### src/rtl/counter_ctrl.sv
// counter_ctrl: key/switch conditioning and STEP/RUN/HOLD sequencer
// that issues enable and load strobes to the LED counter register.
module counter_ctrl #(
    parameter int WIDTH           = 8,
    parameter int DEBOUNCE_CYCLES = 500000,
    parameter int TICK_CYCLES     = 25000000
) (
    input  logic             CLOCK_50,
    input  logic             RESET_N,
    input  logic [1:0]       KEY,
    input  logic [3:0]       SW,
    output logic             CNT_EN,
    output logic             CNT_UP,
    output logic             CNT_LOAD,
    output logic [WIDTH-1:0] LOAD_VAL,
    output logic [1:0]       MODE
);

    localparam int DW = $clog2(DEBOUNCE_CYCLES + 1);
    localparam int TW = $clog2(TICK_CYCLES);
    localparam logic [DW-1:0] DB_MAX   = DW'(DEBOUNCE_CYCLES);
    localparam logic [TW-1:0] TICK_MAX = TW'(TICK_CYCLES - 1);

    typedef enum logic [1:0] {
        STEP = 2'b00,
        RUN  = 2'b01,
        HOLD = 2'b10
    } state_t;

    logic [1:0]    key_s1;
    logic [1:0]    key_s2;
    logic [1:0]    key_stable;
    logic [1:0]    press;
    logic [3:0]    sw_s1;
    logic [3:0]    sw_s2;
    logic [DW-1:0] db_cnt [2];

    state_t        state;
    state_t        state_n;
    logic [TW-1:0] tick;
    logic [TW-1:0] tick_n;
    logic          wrap;
    logic          en_n;
    logic          load_n;

    always_ff @(posedge CLOCK_50 or negedge RESET_N) begin
        if (!RESET_N) begin
            key_s1 <= 2'b11;
            key_s2 <= 2'b11;
            sw_s1  <= 4'b0000;
            sw_s2  <= 4'b0000;
        end else begin
            key_s1 <= KEY;
            key_s2 <= key_s1;
            sw_s1  <= SW;
            sw_s2  <= sw_s1;
        end
    end

    // press is a registered one-cycle pulse on an accepted 1->0 change
    always_ff @(posedge CLOCK_50 or negedge RESET_N) begin
        if (!RESET_N) begin
            key_stable <= 2'b11;
            press      <= 2'b00;
            db_cnt[0]  <= '0;
            db_cnt[1]  <= '0;
        end else begin
            for (int i = 0; i < 2; i++) begin
                press[i] <= 1'b0;
                if (key_s2[i] == key_stable[i]) begin
                    db_cnt[i] <= '0;
                end else if (db_cnt[i] == DB_MAX) begin
                    key_stable[i] <= key_s2[i];
                    press[i]      <= key_stable[i];
                    db_cnt[i]     <= '0;
                end else begin
                    db_cnt[i] <= db_cnt[i] + 1'b1;
                end
            end
        end
    end

    assign wrap = (tick == TICK_MAX);

    // a mode press always wins over an action press or a tick wrap
    always_comb begin
        state_n = state;
        tick_n  = '0;
        en_n    = 1'b0;
        load_n  = 1'b0;
        case (state)
            STEP: begin
                if (press[1]) state_n = RUN;
                else          en_n    = press[0];
            end
            RUN: begin
                if (press[1]) begin
                    state_n = HOLD;
                end else begin
                    tick_n = wrap ? '0 : tick + 1'b1;
                    en_n   = wrap;
                end
            end
            HOLD: begin
                if (press[1]) state_n = STEP;
                else          load_n  = press[0];
            end
            default: state_n = STEP;
        endcase
    end

    always_ff @(posedge CLOCK_50 or negedge RESET_N) begin
        if (!RESET_N) begin
            state    <= STEP;
            tick     <= '0;
            CNT_EN   <= 1'b0;
            CNT_LOAD <= 1'b0;
            CNT_UP   <= 1'b0;
            LOAD_VAL <= '0;
        end else begin
            state    <= state_n;
            tick     <= tick_n;
            CNT_EN   <= en_n;
            CNT_LOAD <= load_n;
            CNT_UP   <= sw_s2[0];
            if (load_n) begin
                LOAD_VAL <= {{(WIDTH-3){1'b0}}, sw_s2[3:1]};
            end
        end
    end

    assign MODE = state;

endmodule

### config.mk
export PLATFORM = sky130hd
export DESIGN_NAME = counter_ctrl
export DESIGN_NICKNAME = d
export VERILOG_FILES = /design/src/rtl/counter_ctrl.sv
export SDC_FILE = /design/constraint.sdc
export NUM_CORES = 1
export LEC_CHECK = 0
export CORE_MARGIN = 5
export CORE_UTILIZATION = 59
export DETAILED_ROUTE_END_ITERATION = 8
export HOLD_SLACK_MARGIN = 0.05
export PLACE_DENSITY = 0.79
export SLEW_MARGIN = 20
export SYNTH_ARGS = -nofsm -noshare
export SYNTH_HDL_FRONTEND = slang
export SYNTH_SLANG_ARGS = --single-unit
### constraint.sdc
create_clock -name CLOCK_50 -period 2.6 [get_ports CLOCK_50]
set_input_delay 0.78 -clock CLOCK_50 [delete_from_list [all_inputs] [get_ports CLOCK_50]]
set_output_delay 0.78 -clock CLOCK_50 [all_outputs]
set_load 0.05 [all_outputs]
# After elaboration in Yosys (flattened, before gate mapping)
# Index checks and enable logic that the tools add are counted.
[op_classes]
addsub = 3
n_eq_ne = 10
mux = 19
bitwise = 2
reduce_logical = 4
[ops]
columns = ["op", "count"]
rows = [
  ["two-way mux 19 bit", 4],
  ["two-way mux 25 bit", 3],
  ["adder 19 x 1 -> 19 bit (second input constant)", 2],
  ["== test 19 bit (second input constant)", 2],
  ["adder 25 x 1 -> 25 bit (second input constant)", 1],
  ["== test 25 bit (second input constant)", 1],
  ["two-way mux 1 bit", 7],
  ["two-way mux 2 bit", 3],
  ["!= test 2 bit (second input constant)", 3],
  ["case mux 2 bit (3 select lines)", 1],
  ["AND reduction 2 bit", 2],
  ["AND reduction 3 bit", 1],
  ["== test 1 bit", 2],
  ["== test 2 x 1 -> 1 bit (second input constant)", 1],
  ["== test 2 bit (second input constant)", 1],
  ["zero test 2 bit", 1],
  ["NOT 1 bit", 2],
  ["case mux 1 bit (2 select lines)", 1],
]
[totals]
register_bits = 87
input_bits = 8
elab_cells = 53

# Logic depth before layout (Yosys ltp)
[logic_depth]
depth_word = 4
depth_mapped = 8
ltp_nobuf = 6

# Worst setup path after synthesis
# Ideal clock, no wire load.
[synth_path]
path_kind = "reg-to-reg"
start = "register db_cnt[6] in the netlist's numbering"
end = "register db_cnt[10] in the netlist's numbering"
setup_ns = 0.121
arrival_ns = 1.772
required_time_ns = 2.479
path_slack_ns = 0.707
stages_incl_launch_ff = 5
period_less_slack_ns = 1.893
cell_sequence = "dfrtp_1 > or4b_2 > o31ai_4 > buf_2 > nor2_1"
[synth_between]
elab_chain_cells = 3
[synth_lines]
columns = ["element", "line_no", "source"]
rows = [
  ["from (decl)", "36", "logic [DW-1:0] db_cnt [2];"],
  ["from (signal, indexed assignment)", "77", "db_cnt[i] <= db_cnt[i] + 1'b1;"],
  ["adder 19 x 1 -> 19 bit / == test 19 bit (equally long branches)", "77, 72", ""],
  ["two-way mux 19 bit (*)", "72", "end else if (db_cnt[i] == DB_MAX) begin"],
  ["two-way mux 19 bit (*)", "70", "if (key_s2[i] == key_stable[i]) begin"],
]
# Every way passes the cells marked *; elsewhere a longest branch is shown, timed or not.
# A chain may end at the register's enable or synchronous reset.

# Final worst setup path
[layout_path]
start = "register state[0], in the netlist MODE[0]"
end = "output port MODE[0]"
[layout_rtl]
columns = ["element", "line_no", "source"]
rows = [
  ["from (decl)", "38", "state_t state;"],
  ["from (signal assigned)", "121", "state <= state_n;"],
  ["to (decl)", "16", "output logic [1:0] MODE"],
]
# No word-level cell between the ends.

==> flow_summary_export.csv <==
group,metric,value,unit
placed_design,port_buffers,15,
logic_synthesis,ys_warn_count,0,
critical_path,reg2reg_slack,0.51,ns
logic_synthesis,ys_seq_area_share,54.1,%
critical_path,endpoint,"MODE[0]",
logic_synthesis,async_reset_ff_share,100,%
drt,routedWlPerCell,14.2,µm
final_layout,nets,429,
clock_network,cts_buffers,9,
pwr,p_seq_share,57.0,%
final_layout,antenna_cells,0,
floorplan,pin_count,21,
critical_path,r2r-end,"db_cnt[35]",
floorplan,die_height,92.8,µm
final_layout,multi_input_area,0.00174,mm²
sta,post-route-period-util,96.2,%
sta,max_slew_margin,57.2,%
logic_synthesis,synthTopCellsByArea,"dfrtp_1 (50%), xnor2_1 (7.4%), nor2_1 (5.3%), dfstp_2 (3.9%), nand3_1 (2.8%)",
sta,hold_viol_final,0,
logic_synthesis,synthAdderAreaFrac,1.55,%
final_layout,seq_area,0.00218,mm²
logic_synthesis,yosysTopAreaCellShare,50.2,%
critical_path,startpoint_type,"register",
drt,finalWirelength,7120,µm
clock_network,post_cts.resized_instances,0,
final_layout,final_common_cell,"dfrtp_1",
critical_path,max_stage_delay,0.86,ns
sta,fin_crit,2.50,ns
drt,num_vias,2896,
sta,setup_violations,0,
sta,tightest_slew,0.636,ns
global_routing,grt_start_max_net_pins,44,
logic_synthesis,syn-cell-area,0.00404,mm²
final_layout,final_cell_area,0.00449,mm²
min_path,hold_class,"reg -> reg",
sta,fmaxAchievable,400,MHz
final_layout,areaGrowthSynthToFinish,11.1,%
critical_path,path_delay_family,"buffers and inverters",
global_routing,grt_antenna_before_repair,0,
critical_path,crit_required,1.82,ns
sta,skew,0.00773,ns
pwr,total_power,2.43,mW
min_path,min_path_cells,0,
clock_network,cts-hold-fix-buffers,0,
logic_synthesis,synth_cells,395,
drt,viasPerCell,5.78,
clock_network,cts.path.max_buffers,2,
pwr,sw_frac_of_total,23.7,%
pwr,p_int,1.86,mW
logic_synthesis,synth-main-ff-cell,"dfrtp_1",
critical_path,timing.rr.start,"db_cnt[19]",
drt,drc,0,
clock_network,cts_root_buf,"clkbuf_8",
critical_path,worstSetupPathType,"reg -> out",
clock_network,cts_tree,"yes",
critical_path,r2r_cells,5,
sta,rsz0062_at_grt,"false",
floorplan,design.core.area,0.00672,mm²
critical_path,crit_chain,"clkdlybuf4s50_1",
logic_synthesis,synth_xor_area_share,9.97,%
placed_design,place_area,0.00429,mm²
drt,drt_iter0_drc,112,
pwr,leakage,1.76,nW
global_routing,grt_pass1_wl,12700,µm
clock_network,cts_sinks,87,
critical_path,arrival,1.72,ns
logic_synthesis,synth-seq-cells,87,
global_routing,grt_use_total,18.2,%
logic_synthesis,synthSimpleGateAreaFrac,24.6,%
sta,timing.hold.ws,0.355,ns
pwr,cellPowerDensity,542,mW/mm²
logic_synthesis,synth_top_family_by_area,"simple AND/OR/NAND/NOR gates",
critical_path,critPathCaptureType,"output port",
global_routing,grt_pass1_vias,2811,
floorplan,start_util,60.1,%
critical_path,crit_fanout,8,
pwr,switching_power,577,µW
floorplan,row_count,30,
logic_synthesis,synth_compound_area_share,4.98,%
pwr,clkPwrFrac,39.0,%
global_routing,overflow,0,
pwr,combinationalPowerShare,3.9,%
run_status,status,"finished, final reports clean",
placed_design,routabilityCongestion,0.830,
drt,first_pass_iters,5,
critical_path,crit_buf_inv,1,
final_layout,final_cell_mix,"dfrtp_1 (81), nor2_1 (57), xnor2_1 (34)",
pwr,max-vdd-ir-drop,505,µV
sta,fin_tns_setup,0,ns
critical_path,crit_cells,1,
logic_synthesis,synth_mux_area_share,1.39,%
clock_network,htree_levels,3,
floorplan,die_area,0.00861,mm²
placed_design,dp_hpwl,4960,µm
run,cap_violations,0,
clock_network,post_cts_buffers,0,
logic_synthesis,yosysTopAreaCell,"dfrtp_1",
clock_network,insertion_delay,0.35,ns
clock_network,cts.clk_slew.worst_paths,0.09,ns
critical_path,crit_path_top_delay_cell,"clkdlybuf4s50_1",
final_layout,fillerInstances,505,
sta,slew_viol_final,0,
logic_synthesis,post_synth_num_cell_types,41,
logic_synthesis,synth-edff-count,0,
floorplan,die_w,92.8,µm
critical_path,cp-startpoint,"MODE[0]",
logic_synthesis,syn_area_per_cell,10.2,µm²
drt,ant_nets,0,
final_layout,drive_above_1_share,9.74,%
sequential cells by signal, summed over array words and instances, names as in the netlist:
name / flops
db_cnt: 38
press: 2
tick: 25
CNT_LOAD: 1
key_stable: 2
key_s2: 2
CNT_UP: 1
sw_s1: 4
CNT_EN: 1
LOAD_VAL: 3
MODE: 2
sw_s2: 4
key_s1: 2
routing by layer:
layer,GRT usage (%),up-vias,share of wire (%)
li1,-,1417,-
met1,23.6,1415,47
met2,29.6,56,48
met3,5.20,8,4.0
met4,6.11,0,1.3
met5,0,-,0
metrics by stage:
stage | std cells | utilization [%] | setup slack (ns)
finish | 501 | 66.8 | 0.0999
global route | 501 | 66.8 | 0.0113
CTS | 501 | 66.8 | 0.0799
detailed placement | 485 | 63.8 | 0.489
global placement | 485 | 63.8 | 0.498
floorplan | 399 | - | 0.707
cell usage after synthesis (all sizes together), types with 4 or more instances:
library cell  instances
nor2                 57
o31ai                 4
dfstp                 6
nand2                21
dfrtp                81
or3                  12
ha                    5
mux2                  5
nand3                23
xnor2                34
inv                  14
or4                   5
a21oi                14
o21ai                12
nor4                 13
xor2                 12
buf                  12
nand4                18
nor3                 13
and3                  5
worst min-delay path by stage:
stage | startpoint | to | slack (ns)
CTS | sw_s1[2] | sw_s2[2] | 0.36
finish | sw_s1[3] | sw_s2[3] | 0.36
floorplan | sw_s2[0] | CNT_UP | 0.33
global placement | sw_s1[0] | sw_s2[0] | 0.33
detailed placement | sw_s1[3] | sw_s2[3] | 0.34
global route | sw_s1[1] | sw_s2[1] | 0.36
layout make-up:
class / instances / share of cell area (%)
inverters: 14 / 1.17
clock inverters: 7 / 1.76
multi-input cells: 283 / 38.9
well taps: 80 / 2.23
flip-flops and latches: 87 / 48.7
clock buffers: 9 / 2.76
repair buffers: 21 / 4.57
kinds of logic after synthesis:
kind of cell / count (synthesis)
simple gates: 189
flops: 87
xor+xnor: 46
compound gates: 33
buf+inv: 29
fa+ha+maj: 5
mux: 5
other cells: 1
power groups by stage:
stage | Combinational, mW | Sequential (mW) | Clock (mW)
2_1_floorplan | 0.0531 | 1.41 | 0
3_3_place_gp | 0.0944 | 1.41 | 0
3_5_place_dp | 0.0983 | 1.41 | 0
4_1_cts | 0.0987 | 1.39 | 0.980
5_1_grt | 0.109 | 1.39 | 1.04
6_report | 0.0954 | 1.39 | 0.949
(Power assumes the default switching activity.)
